<file path="config.mk">
export PLATFORM = sky130hd
export DESIGN_NAME = upsample1
export DESIGN_NICKNAME = d
export VERILOG_FILES = /design/src/rtl/cnn_pkg.sv /design/src/rtl/upsample1_linebuffer.sv /design/src/rtl/upsample1.sv
export SDC_FILE = /design/constraint.sdc
export NUM_CORES = 2
export LEC_CHECK = 0
export CORE_AREA = 3 3 471 473
export DETAILED_ROUTE_END_ITERATION = 8
export DIE_AREA = 0 0 474 476
export HOLD_SLACK_MARGIN = 0.05
export PLACE_DENSITY = 0.47
export RECOVER_POWER = 50
export SYNTH_ARGS = -nofsm -noshare
export SYNTH_HDL_FRONTEND = slang
export SYNTH_SLANG_ARGS = --single-unit
</file>
<file path="constraint.sdc">
create_clock -name clk -period 17.9 [get_ports clk]
set_input_delay 2.685 -clock clk [delete_from_list [all_inputs] [get_ports clk]]
set_output_delay 2.685 -clock clk [all_outputs]
set_load 0.02 [all_outputs]
</file>
<file path="src/rtl/cnn_pkg.sv">
// Shared parameters and FSM encodings for the CNN pixel-stream blocks.
package cnn_pkg;

    localparam int unsigned DW   = 32;
    localparam int unsigned CH   = 3;
    localparam int unsigned IN_W = 13;

    typedef enum logic {
        ST_PASS   = 1'b0,
        ST_REPEAT = 1'b1
    } up_state_t;

endpackage

</file>
<file path="src/rtl/upsample1_linebuffer.sv">
// One-row pixel store: synchronous write, combinational read.
module upsample1_linebuffer #(
    parameter int unsigned WIDTH = 96,
    parameter int unsigned DEPTH = 13,
    parameter int unsigned AW    = 4
) (
    input  logic             clk,
    input  logic             wr_en,
    input  logic [AW-1:0]    wr_addr,
    input  logic [WIDTH-1:0] wr_data,
    input  logic [AW-1:0]    rd_addr,
    output logic [WIDTH-1:0] rd_data
);

    logic [WIDTH-1:0] mem [DEPTH];

    always_ff @(posedge clk) begin
        if (wr_en) begin
            mem[wr_addr] <= wr_data;
        end
    end

    assign rd_data = mem[rd_addr];

endmodule

</file>
<file path="src/rtl/upsample1.sv">
// 2x nearest-neighbour upsampler: each input row is emitted twice per pixel,
// then replayed from the line buffer to form the odd output row.
module upsample1 #(
    parameter int unsigned DW   = cnn_pkg::DW,
    parameter int unsigned CH   = cnn_pkg::CH,
    parameter int unsigned IN_W = cnn_pkg::IN_W
) (
    input  logic                clk,
    input  logic                rst_n,
    input  logic [DW*CH-1:0]    data_in,
    input  logic                data_in_valid,
    output logic                data_in_ready,
    output logic [DW*CH-1:0]    data_out,
    output logic                data_out_valid,
    input  logic                data_out_ready,
    output logic                frame_done
);
    import cnn_pkg::*;

    localparam int unsigned PW    = DW * CH;
    localparam int unsigned OUT_W = 2 * IN_W;
    localparam int unsigned XW    = (IN_W > 1) ? $clog2(IN_W) : 1;
    localparam int unsigned OXW   = $clog2(OUT_W);
    localparam logic [XW-1:0]  IN_MAX  = XW'(IN_W - 1);
    localparam logic [OXW-1:0] OUT_MAX = OXW'(OUT_W - 1);

    up_state_t        state, state_d;
    logic             phase, phase_d;
    logic [XW-1:0]    in_x, in_x_d, in_y, in_y_d;
    logic [OXW-1:0]   out_x, out_x_d, out_y, out_y_d;
    logic [PW-1:0]    data_out_d;
    logic             data_out_valid_d;
    logic             frame_done_d;

    logic             in_fire, out_fire, last_x, last_y;
    logic [XW-1:0]    lb_rd_addr;
    logic [PW-1:0]    lb_rd_data;

    assign last_x   = (out_x == OUT_MAX);
    assign last_y   = (out_y == OUT_MAX);
    assign out_fire = data_out_valid && data_out_ready;
    assign in_fire  = data_in_valid && data_in_ready;

    // The last pixel of an even row is never overlapped with a new input,
    // since the next input belongs to the row after the replay.
    assign data_in_ready = !rst_n && (state == ST_PASS) &&
                           (!data_out_valid || (phase && data_out_ready && !last_x));

    // Line-buffer read follows the column about to be presented.
    always_comb begin
        out_x_d = out_x;
        if (out_fire) begin
            out_x_d = last_x ? '0 : out_x + OXW'(1);
        end
        lb_rd_addr = XW'(out_x_d >> 1);
    end

    upsample1_linebuffer #(
        .WIDTH (PW),
        .DEPTH (IN_W),
        .AW    (XW)
    ) u_linebuffer (
        .clk     (clk),
        .wr_en   (in_fire),
        .wr_addr (in_x),
        .wr_data (data_in),
        .rd_addr (lb_rd_addr),
        .rd_data (lb_rd_data)
    );

    // State register.
    always_ff @(posedge clk) begin
        if (rst_n) begin
            state <= ST_PASS;
        end else begin
            state <= state_d;
        end
    end

    // Next state, counters and registered outputs.
    always_comb begin
        state_d          = state;
        phase_d          = phase;
        in_x_d           = in_x;
        in_y_d           = in_y;
        out_y_d          = out_y;
        data_out_d       = data_out;
        data_out_valid_d = data_out_valid;
        frame_done_d     = 1'b0;

        case (state)
            ST_PASS: begin
                if (out_fire) begin
                    phase_d = !phase;
                    if (last_x) begin
                        out_y_d          = out_y + OXW'(1);
                        state_d          = ST_REPEAT;
                        data_out_d       = lb_rd_data;
                        data_out_valid_d = 1'b1;
                    end else if (phase) begin
                        data_out_valid_d = 1'b0;
                    end
                end
                if (in_fire) begin
                    data_out_d       = data_in;
                    data_out_valid_d = 1'b1;
                    in_x_d           = (in_x == IN_MAX) ? '0 : in_x + XW'(1);
                    if (in_x == IN_MAX) begin
                        in_y_d = (in_y == IN_MAX) ? '0 : in_y + XW'(1);
                    end
                end
            end
            ST_REPEAT: begin
                if (out_fire) begin
                    phase_d = !phase;
                    if (last_x) begin
                        data_out_valid_d = 1'b0;
                        state_d          = ST_PASS;
                        if (last_y) begin
                            out_y_d      = '0;
                            in_x_d       = '0;
                            in_y_d       = '0;
                            frame_done_d = 1'b1;
                        end else begin
                            out_y_d = out_y + OXW'(1);
                        end
                    end else if (phase) begin
                        data_out_d = lb_rd_data;
                    end
                end
            end
            default: begin
                state_d = ST_PASS;
            end
        endcase
    end

    always_ff @(posedge clk) begin
        if (rst_n) begin
            phase          <= 1'b0;
            in_x           <= '0;
            in_y           <= '0;
            out_x          <= '0;
            out_y          <= '0;
            data_out       <= '0;
            data_out_valid <= 1'b0;
            frame_done     <= 1'b0;
        end else begin
            phase          <= phase_d;
            in_x           <= in_x_d;
            in_y           <= in_y_d;
            out_x          <= out_x_d;
            out_y          <= out_y_d;
            data_out       <= data_out_d;
            data_out_valid <= data_out_valid_d;
            frame_done     <= frame_done_d;
        end
    end

endmodule

</file>
=== Word-level counts from Yosys, hierarchy flattened ===
Memory sizes are Yosys's and may differ from the RTL's.
Index checks and enable logic that the tools add are counted.

* Input port bits: 100
* RAM bits: 1,248
* Output and inout bits: 99
* Word-level logic and storage cells: 83
* Memories kept: 1
* Bits in registers: 114

* $add $sub $neg: 3
* Bitwise logic cells: 3
* Equal/unequal tests: 14
* Muxes and demuxes: 37
* Reduce and logical (&&, ||, !) cells: 16

{| class="wikitable"
|+ Memories
! memory !! words !! bits a word !! rd ports !! clocked after Yosys merged registers in !! wr ports !! line !! text
|-
| u_linebuffer.mem || 13 || 96 || 1 || 0 || 1 || upsample1_linebuffer.sv:15 || <nowiki>logic [WIDTH-1:0] mem [DEPTH];</nowiki>
|}

{| class="wikitable"
|+ Operators with widths
! operator !! number
|-
| two-way mux 96 bit || 6
|-
| case mux 96 bit (2 select lines) || 1
|-
| two-way mux 5 bit || 7
|-
| two-way mux 4 bit || 5
|-
| two-way mux 1 bit || 14
|-
| AND reduction 4 bit || 3
|-
| adder 5 x 1 -> 5 bit (second input constant) || 2
|-
| equality test 5 bit (second input constant) || 2
|-
| case mux 5 bit (2 select lines) || 1
|-
| inequality test 2 x 1 -> 1 bit (second input constant) || 4
|-
| inequality test 2 bit (second input constant) || 4
|-
| case mux 4 bit (2 select lines) || 1
|-
| logical AND 1 bit || 6
|-
| inequality test 3 bit (second input constant) || 2
|-
| AND reduction 5 bit || 1
|-
| adder 4 x 1 -> 4 bit (second input constant) || 1
|-
| equality test 4 bit (second input constant) || 1
|-
| logical NOT 1 bit || 4
|-
| inequality test 4 bit (second input constant) || 1
|-
| case mux 1 bit (2 select lines) || 2
|-
| OR reduction 4 bit || 1
|-
| NOT 1 bit || 3
|-
| logical OR 1 bit || 1
|}

=== Depth between registers and ports, before layout ===
* Depth after elaboration: 8
* Gate-level depth with buffers: 12
* Depth with buffers taken out: 8

=== By module ===
A second synthesis with hierarchy kept.

* Cells, all modules: 2,513
* Area total of the unflattened synthesis: 52,200.1 um2

{| class="wikitable"
|+ By module, submodules not included
! module !! area each (um2) !! cells an instance !! times used !! sequential area each (um2)
|-
| upsample1_linebuffer || 46,848.7 || 1,955 || 1 || 37,475.9
|-
| upsample1 || 5,351.4 || 558 || 1 || 2,282.2
|}

=== Worst setup path after synthesis ===
Ideal clock, no wire load.

* Path type: input-to-reg
* Start: input rst_n
* End: memory u_linebuffer.mem[0][0], enable pin
* Stages: 7
* Arrival: 13.700 ns
* Path buffers: 3
* Slack: 3.380 ns
* Data required time: 17.080 ns
* Library setup time: 0.820 ns
* Cells stage by stage: buf_1 -> nor2_1 -> a41o_1 -> nand2_1 -> clkbuf_1 -> clkbuf_1 -> nor4b_1

* Word-level cells in the longest chain between the ends: 6

{| class="wikitable"
|+ Ends and longest elaborated chain
! item !! line !! text
|-
| start, declared || upsample1.sv:9 || <nowiki>input logic rst_n,</nowiki>
|-
| logical NOT 1 bit || upsample1.sv:46 || <nowiki>assign data_in_ready = !rst_n && (state == ST_PASS) &&</nowiki>
|-
| logical AND 1 bit (2 in a row) || upsample1.sv:46 ||
|-
| named net data_in_ready || upsample1.sv:12 || <nowiki>output logic data_in_ready,</nowiki>
|-
| logical AND 1 bit || upsample1.sv:42 || <nowiki>assign in_fire = data_in_valid && data_in_ready;</nowiki>
|-
| two-way mux 1 bit || upsample1_linebuffer.sv:18 || <nowiki>if (wr_en) begin</nowiki>
|-
| two-way mux 1 bit (implied by the code) || upsample1_linebuffer.sv:19 || <nowiki>mem[wr_addr] <= wr_data;</nowiki>
|-
| end, declared || upsample1_linebuffer.sv:15 ||
|}

The timed path passes the listed nets, and every way through them passes these cells.

=== Final worst setup path ===
* Start: input data_out_ready
* End: output data_in_ready

* Word-level cells in the longest chain between the ends: 4

{| class="wikitable"
|+ Ends and longest elaborated chain
! item !! line !! text
|-
| start, declared || upsample1.sv:15 || <nowiki>input logic data_out_ready,</nowiki>
|-
| logical AND 1 bit (2 in a row) || upsample1.sv:47 || <nowiki>(!data_out_valid || (phase && data_out_ready && !last_x));</nowiki>
|-
| logical OR 1 bit || upsample1.sv:47 ||
|-
| logical AND 1 bit || upsample1.sv:46 ||
|-
| end, declared || upsample1.sv:12 ||
|}

Every way passes these cells.

==> metrics <==
Max VDD drop=0.0698 mV; overall routed net length=190000 µm; Overall Global Routing Usage=16.4%; CTS sink cnt=1362; CTS hold repair buffers=0; via/cell ratio=5.16; post-synthesis net count=3768; H-tree depth=4; Layout Nets=3853; Post-DP HPWL=92600 µm; clock share of power=44.6%; most frequent cells after synthesis=1248 x edfxtp_1, 301 x o21ai_0, 296 x clkbuf_1; hold path cells=2; Area Overhead vs Synth=18.2%; Flop pwr share=51.4%; final setup vio count=0; post-DR wirelength/cell=28.1 µm; core area=0.217 mm²; Int Pwr=5350 µW; hold_sp=data_out[25]; largest net degree at the start of global routing=172; layout cells sized above 1=8.24%; yosys synthesis warning count=0; R2R Setup Slk=12.80 ns; Min-Delay Endpoint=data_out[25]; critical path peak fanout=13; leakage=0.0220 µW; DIE HEIGHT=476 µm; Post-CTS Setup Bufs=0; total of max-cap violations=1; top area cells in the synthesized netlist=edfxtp_1 69%, dfxtp_1 4.2%, a22oi_1 4.0%; Switching Power=1510 µW; Resized cells post-CTS=0; asr flop ratio synth=0%; Synth cell types=54; Hold Vio Cnt, Final=0; Switching Share=22.1%; gr ovfl total=0; DR vias=34832; Cells after Synth=3660; gp weighted congestion=0.713; drt first pass iters=6; Clock Latency Late Sink=0.79 ns; final core utilization=29.6%; 1st-iter DRT viols=3427; r2r worst-path depth=9; EDFF count, synth=1248; PwrDens=107 mW/mm²; num rows=171; final max-slew violation count=48; post-synthesis cell area=0.0544 mm²; Fmax achieved=134 MHz; Initial Util=25.0%; hold crit path type=flop to flop; clk slew on worst S/H paths=0.06 ns; vias in the first global route=34512; fin crit period=7.46 ns; count leader, synth=edfxtp_1; ys flop type=edfxtp_1; Die ar.=0.226 mm²; proportion of power drawn by combinational gates=4.0%; cell taking the most area after synthesis=edfxtp_1; RSZ-0062 raised after global routing=no; port bufs=198; outcome=finished, violations left; clk_skew=0.0379 ns; Startpoint Class=input port; Worst R2R Start=out_x[1]; failing checks=max-capacitance violations, max-slew violations; first-pass GRT wire length=269000 µm; initial antenna violation count=57; Clock Path Buffers=3; I/O pins=199; Seq/Total Area, Yosys=73.1%; Fin Setup TNS=0 ns; Num CTS Buffers=151; Worst Path Required=15.21 ns; clock root cell=clkbuf_16; transition time of the tightest slew-check pin=3.44 ns; Crit. End Element=output port; share of Yosys cell area claimed by the top area cell type=68.9%; FF+latch count, synth=1362; WS Path Type=input port to output port; Die Wd=474 µm; CTS tree=built; mean area per synthesized cell=14.9 µm²; Slew HR=-129%; period utilization=41.7%; reg2reg end=data_out[61]; CP arrival=4.77 ns; # DRC=0; worst hold slack=0.450 ns; ANT nets after route=0
[how the worst max path moves through the flow]
stage,cells after the start,slack (ns),to,start
global placement,3,10.41,data_in_ready,data_out_ready
CTS,3,10.45,data_in_ready,data_out_ready
global route,3,10.34,data_in_ready,data_out_ready
floorplan,7,3.38,u_linebuffer.mem[0][0],rst_n
finish,3,10.44,data_in_ready,data_out_ready
detailed placement,7,10.39,u_linebuffer.mem[5][21],data_out_ready
[layer usage]
layer | wire length [µm] | global-route usage (%) | vias to the layer above
met5 | 66 | 0 | -
met3 | 10700 | 2.69 | 319
li1 | - | - | 15021
met4 | 4700 | 4.64 | 10
met2 | 91400 | 27.4 | 1201
met1 | 83000 | 21.9 | 18281
[cell families after synthesis]
kind of cell / Yosys count / synth area share, %
AND/OR/NAND/NOR: 654 / 6.60
flip-flops: 1362 / 73.1
XOR/XNOR: 7 / 0.113
adder cells (fa/ha/maj): 8 / 0.184
buffers and inverters: 352 / 2.62
AO/OA/AOI/OAI: 1179 / 15.6
multiplexers: 98 / 1.80
[stage by stage]
step	area, µm²	power (µW)	instances	worst slack (ns)
4_1_cts	64200	6940	6727	10.45
2_1_floorplan	54400	3710	3660	3.38
6_report	64300	6860	6748	10.44
3_5_place_dp	59400	3880	6446	10.39
3_3_place_gp	59400	3880	6446	10.41
5_1_grt	64200	7080	6732	10.34
[state kept, by name (all words and copies together) (netlist names)]
register and flops:
phase 1, frame_done 1, in_x 4, data_out 96, state 1, u_linebuffer.mem 1248
out_y 5, data_out_valid 1, out_x 5
[cell type report]
cell class                 count  area (µm²)
tap                         2854        3570
clock buffer                 219        4240
timing repair buffer         278        2640
antenna                       21        52.6
clock inverter                62         612
multi-input combinational   1946       13400
fill                       21738      153000
sequential                  1362       39800
inverter                       6        22.5
[critical path, cell delays in order]
cell and delay (ns):
dlygate4sd3_1 1.01, a41o_1 0.42, clkdlybuf4s50_1 0.65
[power by group through the flow]
stage / clock, µW / combinational (µW) / sequential [µW]
floorplan: 0 / 108 / 3600
global placement: 0 / 284 / 3600
detailed placement: 0 / 287 / 3600
CTS: 3120 / 288 / 3530
global route: 3250 / 298 / 3530
finish: 3060 / 275 / 3530
[placed cells by master, fill, tap and decap left out, types with 97 or more instances in the layout]
cell type      netlist  layout
edfxtp_1          1248    1248
o21ai_0            301     301
a22oi_1            287     287
nand3_1            197     197
dlygate4sd3_1        0     192
and2_1             186     183
clkbuf_16            0     153
dfxtp_1            114     114
nand2_1            105     102
mux2i_1             98      98
and3_1             101      97
Power figures use the tool's default switching activity.
